[src/rtl/fetch_pkg.sv]
// Shared types and sizing for the matrix/vector operand fetch engine.
package fetch_pkg;

  typedef enum logic [1:0] {
    S_IDLE  = 2'd0,
    S_RUN   = 2'd1,
    S_DRAIN = 2'd2
  } state_t;

  localparam int FIFO_DEPTH = 2;
  localparam int TAG_W      = 2;

  // Payload packs {mat, vec, row_last, last}.
  function automatic int payload_w(input int data_size);
    return 2 * data_size + TAG_W;
  endfunction

endpackage

[src/rtl/fetch_skid_fifo.sv]
// Two-entry registered FIFO between the RAM return path and the output stream.
module fetch_skid_fifo
  import fetch_pkg::*;
#(
  parameter int W = 34
) (
  input  logic         i_clk,
  input  logic         i_rst_n,
  input  logic         i_clr,
  input  logic         i_push,
  input  logic         i_pop,
  input  logic [W-1:0] i_data,
  output logic [W-1:0] o_data,
  output logic [1:0]   o_count
);

  logic [W-1:0] r_mem [FIFO_DEPTH];
  logic         r_wr_ptr;
  logic         r_rd_ptr;
  logic [1:0]   r_count;

  always_ff @(posedge i_clk or negedge i_rst_n) begin
    if (!i_rst_n) begin
      r_mem[0] <= '0;
      r_mem[1] <= '0;
      r_wr_ptr <= 1'b0;
      r_rd_ptr <= 1'b0;
      r_count  <= 2'd0;
    end else if (i_clr) begin
      r_wr_ptr <= 1'b0;
      r_rd_ptr <= 1'b0;
      r_count  <= 2'd0;
    end else begin
      if (i_push) begin
        r_mem[r_wr_ptr] <= i_data;
        r_wr_ptr        <= ~r_wr_ptr;
      end
      if (i_pop) r_rd_ptr <= ~r_rd_ptr;
      case ({i_push, i_pop})
        2'b10:   r_count <= r_count + 2'd1;
        2'b01:   r_count <= r_count - 2'd1;
        default: r_count <= r_count;
      endcase
    end
  end

  assign o_data  = r_mem[r_rd_ptr];
  assign o_count = r_count;

endmodule

[src/rtl/matvec_fetch_unit.sv]
// Walks an NxN row-major matrix and N-entry vector in external RAM and streams
// (matrix, vector) operand pairs with row-end / matrix-end tags.
module matvec_fetch_unit
  import fetch_pkg::*;
#(
  parameter int ADD_SIZE  = 16,
  parameter int DATA_SIZE = 16,
  parameter int DIM_W     = 8
) (
  input  logic                 i_clk,
  input  logic                 i_rst_n,
  input  logic                 i_start,
  input  logic                 i_flush,
  input  logic [ADD_SIZE-1:0]  i_mat_base,
  input  logic [ADD_SIZE-1:0]  i_vec_base,
  input  logic [DIM_W-1:0]     i_dim,
  output logic                 o_mem_rd_en,
  output logic [ADD_SIZE-1:0]  o_mem_mat_addr,
  output logic [ADD_SIZE-1:0]  o_mem_vec_addr,
  input  logic [DATA_SIZE-1:0] i_mem_mat_data,
  input  logic [DATA_SIZE-1:0] i_mem_vec_data,
  output logic                 o_out_valid,
  input  logic                 i_out_ready,
  output logic [DATA_SIZE-1:0] o_out_mat,
  output logic [DATA_SIZE-1:0] o_out_vec,
  output logic                 o_out_row_last,
  output logic                 o_out_last,
  output logic                 o_busy,
  output logic                 o_done
);

  localparam int PW = payload_w(DATA_SIZE);

  state_t              r_state, w_state_nxt;
  logic [DIM_W-1:0]    r_dim, r_row, r_col;
  logic [ADD_SIZE-1:0] r_vec_base, r_mat_ptr;
  logic                r_inflight, r_if_row_last, r_if_last;
  logic                r_done;

  logic                w_done_nxt, w_load;
  logic [DIM_W-1:0]    w_dim_m1;
  logic                w_row_last, w_last;
  logic                w_rd_en, w_pop, w_push;
  logic [1:0]          w_count;
  logic [2:0]          w_credit;
  logic                w_drained;
  logic [PW-1:0]       w_fifo_in, w_fifo_out;

  assign w_dim_m1   = r_dim - DIM_W'(1);
  assign w_row_last = (r_col == w_dim_m1);
  assign w_last     = w_row_last && (r_row == w_dim_m1);

  // Credit counts FIFO entries plus the read in flight, net of this cycle's pop,
  // so the 2-entry FIFO can never overflow.
  assign w_pop     = o_out_valid && i_out_ready;
  assign w_credit  = {1'b0, w_count} + {2'b00, r_inflight} - {2'b00, w_pop};
  assign w_rd_en   = (r_state == S_RUN) && !i_flush && (w_credit < 3'd2);
  assign w_push    = r_inflight && !i_flush;
  assign w_drained = !r_inflight && ((w_count == 2'd0) || ((w_count == 2'd1) && w_pop));

  always_comb begin
    w_state_nxt = r_state;
    w_done_nxt  = 1'b0;
    w_load      = 1'b0;
    case (r_state)
      S_IDLE: begin
        if (i_start) begin
          w_load = 1'b1;
          if (i_dim == '0) w_done_nxt  = 1'b1;
          else             w_state_nxt = S_RUN;
        end
      end
      S_RUN:   if (w_rd_en && w_last) w_state_nxt = S_DRAIN;
      S_DRAIN: begin
        if (w_drained) begin
          w_state_nxt = S_IDLE;
          w_done_nxt  = 1'b1;
        end
      end
      default: w_state_nxt = S_IDLE;
    endcase
    if (i_flush) begin
      w_state_nxt = S_IDLE;
      w_done_nxt  = 1'b0;
      w_load      = 1'b0;
    end
  end

  always_ff @(posedge i_clk or negedge i_rst_n) begin
    if (!i_rst_n) begin
      r_state <= S_IDLE;
      r_done  <= 1'b0;
    end else begin
      r_state <= w_state_nxt;
      r_done  <= w_done_nxt;
    end
  end

  always_ff @(posedge i_clk or negedge i_rst_n) begin
    if (!i_rst_n) begin
      r_dim         <= '0;
      r_vec_base    <= '0;
      r_mat_ptr     <= '0;
      r_row         <= '0;
      r_col         <= '0;
      r_inflight    <= 1'b0;
      r_if_row_last <= 1'b0;
      r_if_last     <= 1'b0;
    end else if (i_flush) begin
      r_mat_ptr     <= '0;
      r_row         <= '0;
      r_col         <= '0;
      r_inflight    <= 1'b0;
      r_if_row_last <= 1'b0;
      r_if_last     <= 1'b0;
    end else begin
      r_inflight <= w_rd_en;
      if (w_rd_en) begin
        r_if_row_last <= w_row_last;
        r_if_last     <= w_last;
      end
      if (w_load) begin
        r_dim      <= i_dim;
        r_vec_base <= i_vec_base;
        r_mat_ptr  <= i_mat_base;
        r_row      <= '0;
        r_col      <= '0;
      end else if (w_rd_en) begin
        r_mat_ptr <= r_mat_ptr + ADD_SIZE'(1);
        if (w_row_last) begin
          r_col <= '0;
          r_row <= r_row + DIM_W'(1);
        end else begin
          r_col <= r_col + DIM_W'(1);
        end
      end
    end
  end

  assign w_fifo_in = {i_mem_mat_data, i_mem_vec_data, r_if_row_last, r_if_last};

  fetch_skid_fifo #(.W(PW)) u_fifo (
    .i_clk   (i_clk),
    .i_rst_n (i_rst_n),
    .i_clr   (i_flush),
    .i_push  (w_push),
    .i_pop   (w_pop),
    .i_data  (w_fifo_in),
    .o_data  (w_fifo_out),
    .o_count (w_count)
  );

  assign o_mem_rd_en    = w_rd_en;
  assign o_mem_mat_addr = r_mat_ptr;
  assign o_mem_vec_addr = r_vec_base + ADD_SIZE'(r_col);
  assign o_out_valid    = (w_count != 2'd0);
  assign o_out_mat      = w_fifo_out[PW-1 -: DATA_SIZE];
  assign o_out_vec      = w_fifo_out[TAG_W +: DATA_SIZE];
  assign o_out_row_last = w_fifo_out[1];
  assign o_out_last     = w_fifo_out[0];
  assign o_busy         = (r_state != S_IDLE);
  assign o_done         = r_done;

endmodule

[config.mk]
export PLATFORM = sky130hd
export DESIGN_NAME = matvec_fetch_unit
export DESIGN_NICKNAME = d
export VERILOG_FILES = /design/src/rtl/fetch_pkg.sv /design/src/rtl/fetch_skid_fifo.sv /design/src/rtl/matvec_fetch_unit.sv
export SDC_FILE = /design/constraint.sdc
export NUM_CORES = 1
export LEC_CHECK = 0
export ABC_AREA = 1
export BUFFER_PORTS_ARGS = -buffer_cell sky130_fd_sc_hd__buf_2
export CAP_MARGIN = 20
export CORE_MARGIN = 5
export CORE_UTILIZATION = 40
export CTS_BUF_LIST = sky130_fd_sc_hd__clkbuf_8
export DETAILED_ROUTE_END_ITERATION = 16
export HOLD_SLACK_MARGIN = 0.05
export PLACE_DENSITY = 0.71
export SYNTH_ARGS = -nofsm -noshare
export SYNTH_HDL_FRONTEND = slang
export SYNTH_SLANG_ARGS = --single-unit
export TNS_END_PERCENT = 50
[constraint.sdc]
create_clock -name i_clk -period 3 [get_ports i_clk]
set_input_delay 0.6 -clock i_clk [delete_from_list [all_inputs] [get_ports i_clk]]
set_output_delay 0.6 -clock i_clk [all_outputs]
set_load 0.005 [all_outputs]
# Word-level counts from Yosys, hierarchy flattened

Cells that the tools add are included.

Word-level logic and storage cells: 113
Output and inout bits: 70
Bits in registers: 134

Add/subtract/negate cells: 9
Bitwise logic cells: 5
Equal/unequal tests: 11
Reductions and logical operators: 27
Order comparisons: 4
Muxes and demuxes: 42

Operators by type and width:

| kind                    | count |
|---|---|
| $mux W34                | 4 |
| $bwmux W68              | 1 |
| $mux W8                 | 8 |
| $mux W16                | 3 |
| $demux W34 S1           | 1 |
| $add A16 B1 Y16 const B | 1 |
| $add A16 B8 Y16         | 1 |
| $add A8 B1 Y8 const B   | 2 |
| $eq A8 B8 Y1            | 2 |
| $mux W1                 | 16 |
| $mux W2                 | 6 |
| $reduce_bool A2 Y1      | 5 |
| $logic_and A1 B1 Y1     | 9 |
| $ne A3 B3 Y1 const B    | 3 |
| $reduce_bool A3 Y1      | 3 |
| $logic_not A8 Y1        | 1 |
| $sub A8 B1 Y8 const B   | 1 |
| $eq A2 B1 Y1 const B    | 3 |
| $pmux W2 S3             | 1 |
| $reduce_and A2 Y1       | 3 |
| $eq A2 B2 Y1 const B    | 2 |
| $ge A2 B2 Y1 const B    | 2 |
| $logic_not A2 Y1        | 2 |
| $not A1 Y2              | 2 |
| other kinds (13)        | 16 |

# Longest topological paths before layout

Gate-level depths: netlist (run 1).

Depth after elaboration: 9
Depth in mapped cells: 16
Mapped depth without buffers: 15

# Cells and area by module

From an unflattened synthesis (run 1), not the netlist that was laid out.

Cells, all modules: 914
Area, all modules: 7,388.3 µm²

Modules (own cells, without submodules):

| module            | cells each | instances | seq. area each (µm²) | area an instance (µm²) |
|---|---|---|---|---|
| matvec_fetch_unit | 592        | 1         | 1,551.5              | 4,215.3 |
| fetch_skid_fifo   | 322        | 1         | 1,801.7              | 3,173.0 |

# Least setup slack after synthesis (run 1)

No wires, ideal clock.

Kind: register to output
Start point: register u_fifo.r_count[1] (netlist: u_fifo.o_count[1])
End point: output port o_mem_rd_en
Cell stages (with the launch flop): 10
Required time: 2.400 ns
Arrival time: 2.259 ns
Buffers on the path: 0
Setup slack: 0.141 ns
Cells stage by stage: dfrtp_1 > inv_1 > ha_1 > nor2_1 > ha_1 > or2_2 > fa_1 > xnor2_1 > nand3_1 > inv_1

Longest elaborated chain between the ends: 5
Elaborated cells between the ends (all ways): 6
Classes of those cells: add/sub (2); order compare (1); reduce/logical (3)

RTL lines:

| what                                                  | line                    | RTL |
|---|---|---|
| start: declaration                                    | fetch_skid_fifo.sv:20   | `logic [1:0] r_count;` |
| start signal: assignment                              | fetch_skid_fifo.sv:40   | `2'b10: r_count <= r_count + 2'd1;` |
| start signal: assignment                              | fetch_skid_fifo.sv:41   | `2'b01: r_count <= r_count - 2'd1;` |
| start signal: assignment                              | fetch_skid_fifo.sv:42   | `default: r_count <= r_count;` |
| branches (longest 2 deep; another with $add A2 B1 Y3) | -                       |  |
| $sub A3 B1 Y3 *                                       | matvec_fetch_unit.sv:56 | `assign w_credit = {1'b0, w_count} + {2'b00, r_inflight} - {2'b00, w_pop};` |
| $lt A3 B2 Y1 *                                        | matvec_fetch_unit.sv:57 | `assign w_rd_en = (r_state == S_RUN) && !i_flush && (w_credit < 3'd2);` |
| $logic_and A1 B1 Y1 *                                 | matvec_fetch_unit.sv:57 |  |
| end: declaration                                      | matvec_fetch_unit.sv:17 | `output logic o_mem_rd_en,` |

Mark *: on every way between the ends.

# Worst setup path in the final report (run 1)

Same ends and word-level chain as after synthesis.

==> results of run 1 <==
-- critical path, cell delays in order, from the launching register on --
cell     delay [ps]
dfrtp_1         360
inv_2            60
ha_4            170
nor2_4          100
ha_4            200
or2_4           220
fa_2            530
nand3_2         110
inv_2            80
buf_6            90
-- path summary, 6_finish.rpt --
check,start,to,slack (ps),depth (start not counted)
worst max-delay path,u_fifo.o_count[1],o_mem_rd_en,30,9
worst min-delay path,i_rst_n,u_fifo.r_mem[8],180,1
worst max register to register,u_fifo.o_count[1],r_state[1],230,15
worst min register to register,u_fifo.r_mem[0],u_fifo.r_mem[0],490,2
max in group asynchronous,i_rst_n,u_fifo.r_mem[53],2130,2
min in group i_clk,i_vec_base[2],r_vec_base[2],350,3
-- state kept, by name, indices dropped and copies added (netlist names) --
name,flops
u_fifo.r_mem,68
o_mem_mat_addr,16
r_vec_base,16
r_col,8
r_dim,8
r_row,8
r_state,2
u_fifo.o_count,2
o_done,1
r_if_last,1
r_if_row_last,1
r_inflight,1
u_fifo.r_rd_ptr,1
u_fifo.r_wr_ptr,1
-- stage by stage --
step                utilization [%]  hold slack, ps
floorplan                         -             304
global placement               46.6             465
detailed placement             46.6             470
CTS                            49.7             201
global route                   50.1             230
finish                         50.1             185
-- area by class of cell --
| class | instances | area [um^2] | area share, % |
|---|---|---|---|
| Multi-Input combinational cell | 685 | 3500 | 39.0 |
| Sequential cell | 134 | 3360 | 37.5 |
| Timing Repair Buffer | 185 | 1060 | 11.8 |
| Inverter | 111 | 417 | 4.65 |
| Tap cell | 229 | 287 | 3.20 |
| Clock buffer | 17 | 234 | 2.61 |
| Clock inverter | 13 | 110 | 1.23 |
-- cell usage after synthesis, types with 2 or more instances --
cell type / n / area share, %
inv_1: 105 / 5.4
nand2_2: 10 / 0.86
o21ai_0: 104 / 7.2
nor4_1: 3 / 0.26
dfrtp_1: 134 / 46
clkbuf_1: 30 / 1.6
ha_1: 15 / 2.6
nor2_1: 50 / 2.6
inv_2: 4 / 0.21
nor2_4: 2 / 0.31
a31oi_1: 3 / 0.26
nor2_2: 3 / 0.26
a21o_1: 2 / 0.21
nand2_1: 347 / 18
o211ai_1: 4 / 0.41
nand3b_1: 4 / 0.41
nand4_1: 9 / 0.78
xnor2_1: 4 / 0.48
clkinv_1: 2 / 0.10
buf_2: 2 / 0.14
a21boi_0: 2 / 0.21
nand3_1: 46 / 3.2
xor2_1: 30 / 3.6
nor3_1: 16 / 1.1
a21oi_1: 9 / 0.62
nand2_4: 2 / 0.31
fa_1: 2 / 0.55
o22ai_1: 6 / 0.52
-- logic make-up (layout without fill, tap and decap cells) --
group                      Yosys count  in the layout  share of synthesized area (%)
xor gates and xnor gates            35             35                           4.41
muxes                                1              1                          0.138
AOI/OAI and AO/OA                  136            136                           10.0
DFF                                134            134                           46.2
and+or+nand+nor                    496            496                           28.4
adders and majority gates           17             17                           3.14
buffers and inverters              144            326                           7.64
-- power by group --
part	switching [uW]	internal, uW	total, uW
Combinational	1430	1100	2530
Clock	717	638	1350
Sequential	381	2340	2720
-- per-layer routing --
metal | up-vias | global-route usage, %
met2 | 187 | 29.5
met1 | 3067 | 24.7
met4 | 0 | 5.15
met5 | - | 0
li1 | 3382 | -
met3 | 23 | 3.88
-- what timing repair did --
item / in CTS / in global routing
endpoints found under the setup margin: 7 / 8
endpoints found under the hold margin: 0 / 0
pin swaps: 13 / 8
buffers inserted: 12 / 5
resized for setup: 26 / 8
==> run metrics, run 1 <==
status finished, final reports clean; post-route ant nets 0; Post-Place Setup Slack -10.2 ps; final wirelength 18.5 mm; cts hold-fix bufs 0; Initial DRC Count 297; Clock Latency Late Sink 450 ps; nets 1,228; part of the cycle the worst path needs 99.1%; metal3 WL 1.15 mm; endpoints failing setup 0; peak fanout along the critical path 2; Post-synth EDFFs 0; Design Power 6610 uW; PwrDens 737 mW/mm^2; via count of the first global-routing pass 6,347; CTS tree built; final setup skew 12.1 ps; chip width 145 um; non-filler cells, final 1,374; minimum clock period 2970 ps; Die Ht 145 um; CTS sink count 134; Port Buffer Count 146; Hold WC Path Type in -> async; #FFs+latches synth 134; Leakage 0.00482 uW; cell area after synthesis 0.00726 mm^2; DR WL met2 8.66 mm; # diodes 0; Vias/cell 4.85; DR top layer met4; post-synthesis cell count 963; RSZ-0062 raised after global routing yes; largest net degree at the start of global routing 76; global route total overflow 0; first-pass GRT wire length 30.4 mm; register area share after synthesis 46.2%; most frequent cells in the layout 344 x nand2_1, 144 x buf_2, 129 x dfrtp_1, 104 x o21ai_0, 100 x inv_1; H-tree depth 4; syn nets 1,057; core area 0.0179 mm^2; GRT Util Overall 18.1%; Critical Path RT 2400 ps; Crit. End Element primary output; TNS Setup 0 ps; DP Wirelength 12.8 mm; Top FF cell, synth dfrtp_1; syn avg cell area 7.54 um^2; share of cells above drive strength 1 23.6%; Initial DRT Pass Iterations 6; critical path startpoint category flip-flop; initial antenna violation count 0; Initial Util 40.5%; die area 0.0209 mm^2; Worst-path clk slew 80 ps; I/O Pins 147; metal1 wirelength 8.49 mm; CTS Buf Count 17; Worst Path Class, Setup reg -> out; RD Place Congestion 0.827; WL/cell 13.5 um; worst slew pin tran 727 ps; area growth from synthesis to layout 23.5%; WP data arrival 2370 ps; Slew HR 51.6%; num rows 49; Post-synth ARST share 100%; most common library cell in the layout ignoring fill and taps nand2_1; setup ws final 26.6 ps; Final Hold Viols 0; FMAX 336 MHz; final instance area 0.00897 mm^2; Vias 6,659; Max Cap Viol 0; Final Max Slew Viols 0; maximum vdd drop 389 uV; Synth warnings 0; Area after DPL 0.00834 mm^2; Root Driver clkbuf_8; Max Root-Sink Buffers 2; DRC 0; Layout fillers 1,756; Inst Count DP 1,327; synth unique cells 41
Power figures use the tool's default switching activity.
==> run 2, diff against run 1 <==
Settings changed: BUFFER_PORTS_ARGS -buffer_cell sky130_fd_sc_hd__buf_2 to not set, DONT_BUFFER_PORTS set to 1, PLACE_DENSITY 0.71 to 0.63.
==> run metrics, run 2 (synthesized netlist as in run 1, its figures left out) <==
maximum vdd drop 358 uV (-7.8%); I/O Pins 147 (unchanged); num rows 49 (unchanged); Layout fillers 1,834 (+4.4%); share of cells above drive strength 1 10.5% (-13 points); final wirelength 18.3 mm (-1.5%); via count of the first global-routing pass 5,810 (-8.5%); RD Place Congestion 0.821 (-0.76%); WP data arrival 2320 ps (-50 ps); PwrDens 787 mW/mm^2 (+6.8%); CTS tree built; WHS -136 ps (-321 ps); Vias/cell 5.01 (+3.3%); Max stage delay on crit path 550 ps (+20 ps); TNS Setup 0 ps (unchanged); final setup skew 14.6 ps (+2.54 ps); largest net degree at the start of global routing 135 (+78%); first-pass GRT wire length 29.6 mm (-2.8%); CTS Buf Count 17 (unchanged); Port Buffer Count 0 (-100%); Vias 6,062 (-9.0%); internal reg-to-reg setup slack 240 ps (about the same); most common library cell in the layout ignoring fill and taps nand2_1; FMAX 342 MHz (+1.7%); non-filler cells, final 1,211 (-12%); post-route ant nets 0 (unchanged); Root Driver clkbuf_8; H-tree depth 4 (unchanged); Leakage 0.00412 uW (-14%); # diodes 0 (unchanged); CP Cell Sequence inv_2 > ha_4 > nor2_4 > ha_4 > or2_4 > fa_2 > nand3_4 > inv_8; Crit path depth 8 (-1); peak fanout along the critical path 5 (+3); CP delay by family, top adder cells; RSZ-0062 raised after global routing yes; Max Root-Sink Buffers 2 (unchanged); Initial Util 40.5% (unchanged); CTS sink count 134 (unchanged); Critical R2R Capture r_state[1]; Final Hold Viols 134 (+134); Inst Count DP 1,172 (-12%); failing checks negative hold slack; most frequent cells in the layout 344 x nand2_1, 131 x dfrtp_1, 104 x o21ai_0, 101 x inv_1, 47 x nor2_1; worst slew pin tran 995 ps (+268 ps); die area 0.0209 mm^2 (unchanged); endpoints failing setup 0 (unchanged); Post-Place Setup Slack -8.12 ps (+2.10 ps); nets 1,063 (-13%); Clock Latency Late Sink 430 ps (-20 ps); reg2reg path depth 13 (-2); Max Cap Viol 0 (unchanged); setup ws final 77.2 ps (+50.6 ps); global route total overflow 0 (unchanged); most frequent CP cell ha_4; CP startpoint u_fifo.o_count[0]; Final Max Slew Viols 0 (unchanged); footprint of the multi-input gates 0.00351 mm^2 (+0.29%); area growth from synthesis to layout 12.2%; DP Wirelength 12.5 mm (-2.5%); Worst R2R Start u_fifo.o_count[0]; status complete, but fails checks; Worst-path clk slew 80 ps (about the same); Worst Setup EP o_mem_rd_en; initial antenna violation count 0 (unchanged); Crit. End Element primary output; Initial DRT Pass Iterations 4 (-2); Crit path buffers/inverters 2 (-1); DRC 0 (unchanged); Critical Path RT 2400 ps (about the same); GRT Util Overall 17.8% (-0.37 points); chip width 145 um (unchanged); max reg flops 68 (unchanged); Initial DRC Count 367 (+24%); Hold WC Path Type in -> async; part of the cycle the worst path needs 97.4% (-1.7 points); critical path startpoint category flip-flop; slowest CP cell fa_2; FF+latch area 0.00336 mm^2 (about the same); core area 0.0179 mm^2 (unchanged); Die Ht 145 um (unchanged); minimum clock period 2920 ps (-50.6 ps); Worst Path Class, Setup reg -> out; Biggest register u_fifo.r_mem; WL/cell 15.1 um (+12%); Slew HR 33.4% (-18 points)
## run 2: cell count changes in the layout (fill, tap and decap cells not counted), sizes merged
cell	previous run	this run
clkinvlp	5	3
inv	110	111
bufinv	1	3
buf	185	20
clkbuf	17	18
## run 2: routing by layer
layer / part of all wire [%] / GRT usage (%) / vias up
li1: - / - / 3054
met1: 46 / 23.1 / 2838
met2: 45 / 28.3 / 141
met3: 6.7 / 5.49 / 29
met4: 2.2 / 6.28 / 0
met5: 0 / 0 / -
## run 2: final cells by class
cell class	count	area share, %
multi-input combinational	685	43.1
sequential	134	41.2
inverter	111	5.21
tap	229	3.52
clock buffer	18	3.04
timing repair buffer	20	2.00
clock inverter	14	1.95
## run 2: worst min path at each step
| stage | startpoint | to |
|---|---|---|
| after floorplan | i_rst_n | o_done |
| after global placement | i_rst_n | u_fifo.r_mem[46] |
| after detailed placement | i_rst_n | u_fifo.r_mem[46] |
| after CTS | i_rst_n | u_fifo.r_mem[7] |
| after global routing | i_rst_n | u_fifo.r_mem[7] |
| final | i_rst_n | u_fifo.r_mem[7] |
## run 2: worst reg2reg max path, cell delays in order (launching register included)
cell and delay (ps):
dfrtp_1 360, inv_2 60, ha_4 160, nor2_4 120, ha_4 200, or2_4 220, fa_2 550, nand3_4 110
buf_4 180, nor2_1 170, nand3_1 100, nor2_1 120, nand2_1 130, a21boi_0 180
## run 2: what timing repair did
| action | 4_1_cts | 5_1_grt |
|---|---|---|
| buffers inserted | 6 | 1 |
| endpoints found under the hold margin | 134 | 134 |
| pin swaps | 10 | 5 |
| gates resized for setup | 23 | 11 |
| endpoints found under the setup margin | 10 | 9 |
## run 2: power breakdown
| part | internal, uW | leakage (uW) | switching, uW |
|---|---|---|---|
| Clock | 837 | 0.000206 | 733 |
| Sequential | 2340 | 0.00177 | 400 |
| Combinational | 809 | 0.00215 | 1290 |
| Total | 3990 | 0.00412 | 2430 |
## run 2: metrics by stage
stage	util, %	total power (uW)	instance area (um^2)	hold slack (ps)
final	45.5	6410	8150	-136
after global routing	45.5	6970	8150	-183
after floorplan	-	4180	7260	304
after detailed placement	42.0	4710	7520	310
after CTS	45.2	6460	8090	-176
after global placement	42.0	4660	7520	311
==> run 3, diff against run 2 <==
Settings changed: CTS_BUF_LIST sky130_fd_sc_hd__clkbuf_8 to not set.
==> run metrics, run 3 (synthesized netlist as in run 1, its figures left out) <==
status complete, but fails checks; failing checks negative hold slack; Final Hold Viols 134 (unchanged); Worst R2R Start u_fifo.o_count[0]; CTS sink count 134 (unchanged); Leakage 0.00419 uW (+1.6%); max reg flops 68 (unchanged); nets 1,060 (-0.28%); Vias/cell 5.03 (+0.40%); Design Power 6940 uW (+8.2%); Slew HR 31.4% (-2.0 points); Initial Util 40.5% (unchanged); slowest CP cell fa_2; CTS tree built; Hold WC Path Type in -> async; Initial DRC Count 293 (-20%); RSZ-0062 raised after global routing yes; part of the cycle the worst path needs 97.8% (+0.39 points); share of cells above drive strength 1 10.0% (-0.48 points); Biggest register u_fifo.r_mem; non-filler cells, final 1,208 (-0.25%); CTS Buf Count 17 (unchanged); RD Place Congestion 0.821 (unchanged); chip width 145 um (unchanged); global route total overflow 0 (unchanged); Post-Place Setup Slack -8.12 ps (unchanged); PwrDens 836 mW/mm^2 (+6.2%); Worst Path Class, Setup reg -> out; worst slew pin tran 1020 ps (+29.8 ps); initial antenna violation count 0 (unchanged); most frequent CP cell ha_4; minimum clock period 2930 ps (+11.8 ps); Critical R2R Capture r_state[1]; I/O Pins 147 (unchanged); CP delay by family, top adder cells; Max Root-Sink Buffers 2 (unchanged); FMAX 341 MHz (-0.40%); Worst-path clk slew 60 ps (-20 ps); Vias 6,071 (+0.15%); DRC 0 (unchanged); most common library cell in the layout ignoring fill and taps nand2_1; die area 0.0209 mm^2 (unchanged); peak fanout along the critical path 5 (unchanged); Final Max Slew Viols 0 (unchanged); Clock Latency Late Sink 410 ps (-20 ps); DP Wirelength 12.5 mm (unchanged); CP startpoint u_fifo.o_count[0]; Root Driver clkbuf_16; Die Ht 145 um (unchanged); Initial DRT Pass Iterations 5 (+1); maximum vdd drop 404 uV (+13%); area growth from synthesis to layout 14.4%; via count of the first global-routing pass 5,854 (+0.76%); post-route ant nets 0 (unchanged); most frequent cells in the layout 344 x nand2_1, 132 x dfrtp_1, 104 x o21ai_0, 101 x inv_1, 47 x nor2_1; Crit path buffers/inverters 2 (unchanged); core area 0.0179 mm^2 (unchanged); WP data arrival 2330 ps (about the same); critical path startpoint category flip-flop; Critical Path RT 2400 ps (about the same); Port Buffer Count 0 (unchanged); CP Cell Sequence inv_2 > ha_4 > nor2_4 > ha_4 > or2_4 > fa_2 > xnor2_2 > nand3_4 > clkinv_4; final wirelength 18.3 mm (about the same); # diodes 0 (unchanged); Worst Setup EP o_mem_rd_en; Max stage delay on crit path 400 ps (-150 ps); H-tree depth 4 (unchanged); Crit. End Element primary output; final setup skew 12.7 ps (-1.95 ps); Crit path depth 9 (+1); WL/cell 15.1 um (+0.24%); setup ws final 65.4 ps (-11.8 ps); num rows 49 (unchanged); WHS -115 ps (+21.8 ps); Inst Count DP 1,172 (unchanged); internal reg-to-reg setup slack 210 ps (-30 ps); first-pass GRT wire length 29.6 mm (+0.21%); GRT Util Overall 17.9% (+0.099 points); reg2reg path depth 14 (+1); Max Cap Viol 0 (unchanged); endpoints failing setup 0 (unchanged); largest net degree at the start of global routing 135 (unchanged)
-- run 3: cell types whose count changed in the layout (fill, tap and decap cells not counted) --
cell       delta
buf_4         -3
ha_2          +1
inv_2         -1
clkbuf_16    +17
inv_8         -1
clkbuf_1      +1
dfrtp_2       -1
clkinv_4      +1
dfrtp_1       +1
ha_4          -1
clkbuf_8     -17
-- run 3: final cells by class --
| type | count | area, um^2 |
|---|---|---|
| clock buffers | 19 | 443 |
| clock inverters | 13 | 155 |
| fillers | 1808 | 9600 |
| inverters | 111 | 422 |
| multi-input cells | 685 | 3500 |
| flip-flops and latches | 134 | 3360 |
| well taps | 229 | 287 |
| repair buffers | 17 | 140 |
-- run 3: how the worst min path moves through the flow --
stage	to	from	cells past startpoint	slack, ps
6_report	u_fifo.r_mem[11]	i_rst_n	0	-110
2_1_floorplan	o_done	i_rst_n	0	300
4_1_cts	u_fifo.r_mem[7]	i_rst_n	0	-140
3_5_place_dp	u_fifo.r_mem[46]	i_rst_n	0	310
3_3_place_gp	u_fifo.r_mem[46]	i_rst_n	0	310
5_1_grt	u_fifo.r_mem[11]	i_rst_n	0	-140
-- run 3: repair_timing --
item,CTS,global route
setup endpoints to repair,10,10
pin swaps,9,4
setup buffers,4,0
resized for setup,20,11
endpoints found under the hold margin,134,134
-- run 3: through the flow --
stage,TNS (ps),cell area [um^2],util (%),hold slack [ps]
floorplan,0,7260,-,304
detailed placement,-20.0,7520,42.0,310
CTS,-5.22,8250,46.1,-142
global placement,0,7520,42.0,311
finish,0,8300,46.4,-115
global route,-62.4,8300,46.4,-139
-- run 3: per-layer routing --
layer / routed length (um) / vias to the layer above / global-route usage [%] / part of all wire, %
li1: - / 3054 / - / -
met1: 8310 / 2818 / 23.0 / 45
met2: 8250 / 169 / 28.6 / 45
met3: 1290 / 30 / 5.42 / 7.0
met4: 422 / 0 / 6.63 / 2.3
met5: 0 / - / 0 / 0
-- run 3: where the power goes --
part           internal [uW]  switching, uW
Clock                   1330            807
Sequential              2350            396
Combinational            783           1280
